===== config.mk =====
export PLATFORM = sky130hd
export DESIGN_NAME = vector_sequencer
export DESIGN_NICKNAME = d
export VERILOG_FILES = /design/src/rtl/vector_sequencer_pkg.sv /design/src/rtl/vector_sequencer_seq_counter.sv /design/src/rtl/vector_sequencer.sv
export SDC_FILE = /design/constraint.sdc
export NUM_CORES = 1
export LEC_CHECK = 0
export CORE_ASPECT_RATIO = 0.8
export CORE_MARGIN = 2
export CORE_UTILIZATION = 48
export DETAILED_ROUTE_END_ITERATION = 8
export HOLD_SLACK_MARGIN = 0.15
export PLACE_DENSITY_LB_ADDON = 0.08
export SLEW_MARGIN = 20
export SYNTH_ARGS = -nofsm -noshare
export SYNTH_HDL_FRONTEND = slang
export SYNTH_HIERARCHICAL = 1
export SYNTH_SLANG_ARGS = --single-unit
export TNS_END_PERCENT = 20

===== constraint.sdc =====
create_clock -name clk -period 2.1 [get_ports clk]
set_input_delay 0.42 -clock clk [delete_from_list [all_inputs] [get_ports clk]]
set_output_delay 0.42 -clock clk [all_outputs]
set_load 0.01 [all_outputs]

===== src/rtl/vector_sequencer_pkg.sv =====
// Shared types for the vector display-list sequencer: FSM states, segment
// layout and the coordinate type.
package vector_sequencer_pkg;

    localparam int CNT_W = 16;

    typedef logic [7:0] coord_t;

    typedef struct packed {
        coord_t x0;
        coord_t y0;
        coord_t x1;
        coord_t y1;
    } segment_t;

    typedef enum logic [2:0] {
        ST_IDLE       = 3'd0,
        ST_FETCH      = 3'd1,
        ST_WAIT_DATA  = 3'd2,
        ST_MOVE       = 3'd3,
        ST_DRAW_START = 3'd4,
        ST_DRAW_WAIT  = 3'd5,
        ST_NEXT       = 3'd6,
        ST_DONE       = 3'd7
    } state_t;

endpackage


===== src/rtl/vector_sequencer_seq_counter.sv =====
// Loadable down-counter that parks at zero; o_zero flags the terminal count.
module seq_counter #(
    parameter int WIDTH = 16
) (
    input  logic             i_clk,
    input  logic             i_rst_n,
    input  logic             i_load,
    input  logic             i_en,
    input  logic [WIDTH-1:0] i_load_val,
    output logic             o_zero
);

    logic [WIDTH-1:0] r_count;

    always_ff @(posedge i_clk or negedge i_rst_n) begin
        if (!i_rst_n) begin
            r_count <= '0;
        end else if (i_load) begin
            r_count <= i_load_val;
        end else if (i_en && (r_count != '0)) begin
            r_count <= r_count - WIDTH'(1);
        end
    end

    assign o_zero = (r_count == '0);

endmodule


===== src/rtl/vector_sequencer.sv =====
// Walks a display list of line segments, blanking the beam to settle before
// any segment that does not start where the previous one ended.
module vector_sequencer
    import vector_sequencer_pkg::*;
#(
    parameter int SETTLE_CYCLES = 16,
    parameter int DRAW_TIMEOUT  = 1023
) (
    input  logic        clk,
    input  logic        rst_n,
    input  logic        frame_start,
    input  logic [7:0]  list_len,
    output logic        mem_rd,
    output logic [7:0]  mem_addr,
    input  logic [31:0] mem_data,
    output logic [7:0]  ld_x0,
    output logic [7:0]  ld_y0,
    output logic [7:0]  ld_x1,
    output logic [7:0]  ld_y1,
    output logic        ld_start,
    input  logic        ld_done,
    output logic        beam_on,
    output logic        frame_busy,
    output logic        frame_done,
    output logic        timeout_err,
    output state_t      dbg_state
);

    // MOVE lasts SETTLE_CYCLES+1 cycles; DRAW_WAIT lasts at most DRAW_TIMEOUT cycles.
    localparam logic [CNT_W-1:0] SETTLE_LOAD  = CNT_W'(SETTLE_CYCLES);
    localparam logic [CNT_W-1:0] TIMEOUT_LOAD = (DRAW_TIMEOUT > 0) ? CNT_W'(DRAW_TIMEOUT - 1) : '0;

    state_t         r_state;
    state_t         w_next_state;
    logic [7:0]     r_idx;
    logic [7:0]     r_len;
    logic [15:0]    r_prev;
    segment_t       r_seg;
    logic           r_timeout_err;

    logic           w_settle_zero;
    logic           w_timeout_zero;
    logic           w_timeout;
    logic           w_last;
    logic           w_discontig;

    seq_counter #(.WIDTH(CNT_W)) u_settle (
        .i_clk      (clk),
        .i_rst_n    (rst_n),
        .i_load     (r_state == ST_WAIT_DATA),
        .i_en       (r_state == ST_MOVE),
        .i_load_val (SETTLE_LOAD),
        .o_zero     (w_settle_zero)
    );

    seq_counter #(.WIDTH(CNT_W)) u_timeout (
        .i_clk      (clk),
        .i_rst_n    (rst_n),
        .i_load     (r_state == ST_DRAW_START),
        .i_en       (r_state == ST_DRAW_WAIT),
        .i_load_val (TIMEOUT_LOAD),
        .o_zero     (w_timeout_zero)
    );

    // ld_done wins over an expiring timeout in the same cycle.
    assign w_timeout   = (r_state == ST_DRAW_WAIT) && !ld_done && w_timeout_zero;
    assign w_last      = (({1'b0, r_idx} + 9'd1) == {1'b0, r_len});
    assign w_discontig = (r_idx == 8'd0) || (mem_data[31:16] != r_prev);

    always_comb begin
        w_next_state = r_state;
        mem_rd       = 1'b0;
        mem_addr     = 8'd0;
        ld_start     = 1'b0;
        beam_on      = 1'b0;
        frame_busy   = 1'b1;
        frame_done   = 1'b0;
        case (r_state)
            ST_IDLE: begin
                frame_busy = 1'b0;
                if (frame_start) begin
                    w_next_state = (list_len == 8'd0) ? ST_DONE : ST_FETCH;
                end
            end
            ST_FETCH: begin
                mem_rd       = 1'b1;
                mem_addr     = r_idx;
                w_next_state = ST_WAIT_DATA;
            end
            ST_WAIT_DATA: begin
                w_next_state = w_discontig ? ST_MOVE : ST_DRAW_START;
            end
            ST_MOVE: begin
                if (w_settle_zero) begin
                    w_next_state = ST_DRAW_START;
                end
            end
            ST_DRAW_START: begin
                ld_start     = 1'b1;
                w_next_state = ST_DRAW_WAIT;
            end
            ST_DRAW_WAIT: begin
                beam_on = 1'b1;
                if (ld_done || w_timeout_zero) begin
                    w_next_state = ST_NEXT;
                end
            end
            ST_NEXT: begin
                w_next_state = w_last ? ST_DONE : ST_FETCH;
            end
            ST_DONE: begin
                frame_done   = 1'b1;
                w_next_state = ST_IDLE;
            end
            default: begin
                w_next_state = ST_IDLE;
            end
        endcase
    end

    always_ff @(posedge clk or negedge rst_n) begin
        if (!rst_n) begin
            r_state       <= ST_IDLE;
            r_idx         <= 8'd0;
            r_len         <= 8'd0;
            r_prev        <= 16'd0;
            r_seg         <= '0;
            r_timeout_err <= 1'b0;
        end else begin
            r_state <= w_next_state;
            if ((r_state == ST_IDLE) && frame_start) begin
                r_len <= list_len;
                r_idx <= 8'd0;
            end
            if (r_state == ST_WAIT_DATA) begin
                r_seg <= mem_data;
            end
            if (r_state == ST_NEXT) begin
                r_prev <= {r_seg.x1, r_seg.y1};
                r_idx  <= r_idx + 8'd1;
            end
            if (w_timeout) begin
                r_timeout_err <= 1'b1;
            end
        end
    end

    assign ld_x0       = r_seg.x0;
    assign ld_y0       = r_seg.y0;
    assign ld_x1       = r_seg.x1;
    assign ld_y1       = r_seg.y1;
    assign timeout_err = r_timeout_err;
    assign dbg_state   = r_state;

endmodule

# Word-level counts from Yosys, hierarchy flattened
# Cells that the tools add are included.
[word_totals] mem_count=0 mem_bits_ro=0 reg_bits=100 in_bits=44 latchBits=0 ramBits=0
[classes] muxes=19 n_addsub=4 order_cmp=0 n_div=0 reduce_logical=19 bitwise_logic=0 n_eq_ne=12 n_mul=0 n_shift=0
[ops] op="2-to-1 mux 16 bit" n=4
[ops] op="logical NOT 16 bit" n=2
[ops] op="nonzero test 16 bit" n=2
[ops] op="subtractor 16 x 1 -> 16 bit (second input constant)" n=2
[ops] op="2-to-1 mux 8 bit" n=3
[ops] op="case mux 3 bit (8 select lines)" n=1
[ops] op="2-to-1 mux 3 bit" n=6
[ops] op="logical NOT 8 bit" n=2
[ops] op="!= test 16 bit" n=1
[ops] op="equality test 3 bit (second input constant)" n=4
[ops] op="adder 8 x 1 -> 9 bit (second input constant)" n=1
[ops] op="equality test 9 x 8 -> 1 bit" n=1
[ops] op="adder 8 x 1 -> 8 bit (second input constant)" n=1
[ops] op="equality test 3 x 2 -> 1 bit (second input constant)" n=2
[ops] op="!= test 2 bit (second input constant)" n=3
[ops] op="nonzero test 2 bit" n=3
[ops] op="logical AND 1 bit" n=5
[ops] op="2-to-1 mux 1 bit" n=5
[ops] op="equality test 3 x 1 -> 1 bit (second input constant)" n=1
[ops] op="logical NOT 3 bit" n=1
[ops] op="AND reduction 3 bit" n=1
[ops] op="logical OR 1 bit" n=2
[ops] op="logical NOT 1 bit" n=1

# Depth between registers and ports, before layout
[logic_depth] depth_word=4 ltp_mapped=10 depth_no_buf=10

# Cells and area by module
# The synthesis kept the hierarchy.
[by_module_without_submodules] module="vector_sequencer" cells_each=296 n_inst=1 area_each_um2=3230.6
[by_module_without_submodules] module="seq_counter" cells_each=124 n_inst=2 area_each_um2=1063.5

# Worst setup path before layout
# Ideal clock, no wire load.
[synth_path] path_kind="reg-to-reg" start="register r_state[1] (netlist: dbg_state[1])" end="register u_settle.r_count[11]" n_path_buf=1 path_slack_ns=-0.171 stages_incl_launch_ff=8 arrival_time_ns=2.189 synth_period_minus_slack_ns=2.271 setup_time_ns=0.082 required_ns=2.018 path_cell_list="dfrtp_1 clkbuf_1 nand2_1 nor2_1 nor4b_1 nand2_1 or4_1 a31oi_1"
[synth_between] elab_chain_cells=3 word_cells_on_any_way=5
[synth_lines] item="start, declared" line="vector_sequencer.sv:33" text="state_t r_state;"
[synth_lines] item="start signal, assigned" line="vector_sequencer.sv:130" text="r_state <= w_next_state;"
[synth_lines] item="equality test 3 x 2 -> 1 bit" line="vector_sequencer.sv:51" text=".i_en (r_state == ST_MOVE),"
[synth_lines] item="logical AND 1 bit" line="vector_sequencer_seq_counter.sv:20" text="end else if (i_en && (r_count != '0)) begin"
[synth_lines] item="nonzero test 2 bit (no line)"
[synth_lines] item="end signal, assigned" line="vector_sequencer_seq_counter.sv:19" text="r_count <= i_load_val;"
[synth_lines] item="end signal, assigned" line="vector_sequencer_seq_counter.sv:21" text="r_count <= r_count - WIDTH'(1);"
[synth_lines] item="end, declared" line="vector_sequencer_seq_counter.sv:13" text="logic [WIDTH-1:0] r_count;"
# Parallel ways exist; a longest one is shown, timed or not.
# A chain may end at the register's enable or synchronous reset.

# Final worst setup path
[layout_path] start="register u_timeout.r_count[9]" end="register u_timeout.r_count[1]"
[layout_between] elab_chain_cells=3
[layout_lines] item="start, declared" line="vector_sequencer_seq_counter.sv:13"
[layout_lines] item="start signal, assigned" line="vector_sequencer_seq_counter.sv:19"
[layout_lines] item="start signal, assigned" line="vector_sequencer_seq_counter.sv:21"
[layout_lines] item="nonzero test 16 bit" line="vector_sequencer_seq_counter.sv:20"
[layout_lines] item="logical AND 1 bit" line="vector_sequencer_seq_counter.sv:20"
[layout_lines] item="nonzero test 2 bit (no line)"
# Every way passes these cells.

==> results.py <==
metrics = {
    "logic_synthesis": {
        "synthCells": 544,
        "avgSynthCellArea_sq_um": 9.85,
        "synthesis.area_sq_um": 5360,
        "synth_top_area_share_pct": 46.7,
        "synth_seq_cells": 100,
        "synth_cell_type_count": 55,
        "synth_top_area_cell": "dfrtp_1",
        "synth_edf_count": 0,
        "async_flop_share_pct": 100,
        "yosysMostFrequentCell": "dfrtp_1",
        "yosysWarnings": 6,
        "synthTopCellsByArea": "dfrtp_1, mux2_2, nand2_1",
        "synth_top_flop_cell": "dfrtp_1",
        "yosysSeqAreaShare_pct": 46.7,
        "synthTopCellsByCount": "dfrtp_1, nand2_1, mux2_2",
    },
    "floorplan": {
        "start_util_pct": 49.2,
        "die-area_sq_um": 12000,
        "die_h_um": 98.5,
        "io_pins": 93,
        "core-area_sq_um": 10900,
        "row_count": 34,
        "die_w_um": 122,
    },
    "critical_path": {
        "cp.arrival_ns": 2.37,
        "start_kind": "register",
        "path_max_fanout": 5,
        "reg2reg_depth": 4,
        "required_ns": 2.36,
        "crit_type": "reg2reg",
        "end_kind": "register",
    },
    "sta": {
        "slew_violations": 0,
        "final.setup.worst_slack_ns": -0.0115,
        "final.setup_skew_ns": 0.00771,
        "period_needed_ns": 2.11,
        "max_slew.worst_pin.slew_ns": 0.546,
        "fmax_mhz": 474,
        "max_slew_margin_pct": 63.6,
        "rsz0062_at_grt": "yes",
        "min_period_over_period_pct": 101,
        "hold_viol_final": 0,
        "setup_violations": 2,
    },
    "detailed_routing": {
        "drt-initial-drc-count": 251,
        "wl_per_cell_um": 16.2,
        "drc": 0,
        "postRouteAntennaNets": 0,
        "first_pass_iters": 6,
        "finalWirelength_mm": 14.2,
        "viasPerCell": 5.34,
        "vias": 4689,
    },
    "grt": {
        "grt_max_degree": 39,
        "grt_pass1_wl_mm": 23.5,
        "grt_util_all_layers_pct": 24.7,
        "grt_overflow_total": 0,
        "antenna_found_initial": 0,
        "grt_pass1_vias": 4808,
    },
    "pwr": {
        "power.total_w": 0.0105,
        "peakVddDrop_v": 0.000984,
        "powerDensity_nw_per_um2": 1400,
        "power_leakage_nw": 3.32,
    },
    "placed_design": {
        "post-dp-hpwl_mm": 10.2,
        "io_buffers": 92,
        "place_congestion": 0.883,
    },
    "final_layout": {
        "final_layout_size_suffix_gt1_share_pct": 23.7,
        "n_fill_cell": 854,
        "final_core_util_pct": 69.1,
        "final_nets": 778,
        "syn2layout_area_growth_pct": 40.4,
        "insertedDiodeCount": 0,
    },
    "run_status": {
        "violations": "negative setup slack",
        "outcome": "finished, violations left",
    },
    "clocking": {
        "clk_path_buf_depth": 2,
        "clock_latency_ns": 0.35,
        "h-tree-depth": 3,
        "cts.clk_slew.worst_paths_ns": 0.07,
        "cts_sinks": 100,
        "root_buffer": "clkbuf_16",
        "cts_made_buffers": 9,
        "tritoncts": "yes",
    },
    "worst_hold_path": {
        "min_path_type": "reg2reg",
        "min_path_cells": 1,
    },
    "flow_run": {
        "drv_cap": 0,
    },
}
==> path summary, 6_finish.rpt <==
path                                                        from                               end  slack, ns
worst max-delay path            u_timeout/r_count[9]$_DFFE_PN0P_  u_timeout/r_count[1]$_DFFE_PN0P_      -0.01
worst min-delay path                     timeout_err$_DFFE_PN0P_           timeout_err$_DFFE_PN0P_       0.46
worst max register to register  u_timeout/r_count[9]$_DFFE_PN0P_  u_timeout/r_count[1]$_DFFE_PN0P_      -0.01
worst min register to register           timeout_err$_DFFE_PN0P_           timeout_err$_DFFE_PN0P_       0.46
max in group asynchronous                                  rst_n  u_settle/r_count[12]$_DFFE_PN0P_       0.85
min in group asynchronous                                  rst_n  u_timeout/r_count[4]$_DFFE_PN0P_       0.61
==> cells in the final DEF (no fill, tap or decap), types with 4 or more instances in the layout <==
cell type / instances
xnor2_1: 24
clkbuf_16: 9
dlymetal6s2s_1: 7
nand2_1: 88
nand4b_1: 6
or4_1: 9
or3_1: 7
dlygate4sd2_1: 4
and2_1: 16
conb_1: 32
clkdlybuf4s50_1: 78
inv_1: 13
dfrtp_1: 98
xor2_1: 9
a31oi_1: 12
a21oi_1: 17
mux2i_1: 6
mux2_2: 40
nor3_1: 8
o21ai_0: 16
or4b_4: 5
nor2_1: 33
nor3_2: 4
buf_4: 71
o31ai_1: 5
nor4_2: 4
nand3_1: 7
nor4_1: 9
nor2b_1: 6
nand4_1: 9
o21ai_1: 13
==> metrics by stage <==
step	instances	setup slack [ns]	cell area, sq um	hold WS [ns]	setup TNS, ns
2_1_floorplan	574	-0.00438	5480	0.124	-0.00438
3_3_place_gp	855	-0.193	7030	0.434	-0.541
3_5_place_dp	855	-0.223	7030	0.445	-0.719
4_1_cts	877	-0.186	7400	0.460	-1.26
5_1_grt	878	-0.0931	7520	0.467	-0.501
6_report	878	-0.0115	7520	0.456	-0.0129
==> report_power, final <==
group / internal [W] / total (W) / switching, W
Combinational: 0.00286 / 0.00523 / 0.00237
Clock: 0.000849 / 0.00161 / 0.000757
Sequential: 0.00285 / 0.00369 / 0.000841
Total: 0.00656 / 0.0105 / 0.00397
==> metal layers <==
metal | global-route usage [%] | share of wire, %
met5 | 0 | 0
met2 | 40.5 | 48
met4 | 7.16 | 1.8
met1 | 32.4 | 45
met3 | 6.48 | 5.3
==> worst max-delay path, cell delays in order (launching register included) <==
cell and delay [ns]:
dfrtp_1 0.44, or4_1 0.62, o41ai_4 0.44, mux2_1 0.37
a21oi_1 0.16
==> cell type report <==
| class | count | area (sq um) | share of cell area, % |
|---|---|---|---|
| Sequential cell | 100 | 2500 | 33.3 |
| Clock inverter | 5 | 45.0 | 0.599 |
| Timing Repair Buffer | 168 | 1540 | 20.5 |
| Tap cell | 144 | 180 | 2.39 |
| Clock buffer | 10 | 239 | 3.18 |
| Inverter | 15 | 56.3 | 0.748 |
| Multi-Input combinational cell | 436 | 2960 | 39.3 |
==> state kept, by name, indices dropped and copies added (netlist names) <==
signal	count
timeout_err	1
ld_x0	8
ld_y0	8
u_timeout/r_count	16
ld_x1	8
r_idx	8
dbg_state	3
r_len	8
r_prev	16
u_settle/r_count	16
ld_y1	8
==> cells by family (layout without fill, tap and decap cells) <==
kind of cell,Yosys count,after routing,synth area share (%)
AOI/OAI and AO/OA,86,86,10.6
xor gates and xnor gates,33,33,5.39
adders and majority gates,4,4,0.934
buffers and inverters,38,198,3.01
DFF,100,100,46.7
muxes,49,49,10.2
other,2,32,0.140
and+or+nand+nor,232,232,23.0
==> what timing repair did <==
item,4_1_cts,5_1_grt
pin swaps,1,2
buffers inserted,5,1
gates cloned,1,0
hold buffers,1,0
hold endpoints to repair,35,0
endpoints found under the setup margin,16,26
resized for setup,16,31
No activity file was read; power rests on OpenSTA's default activity.
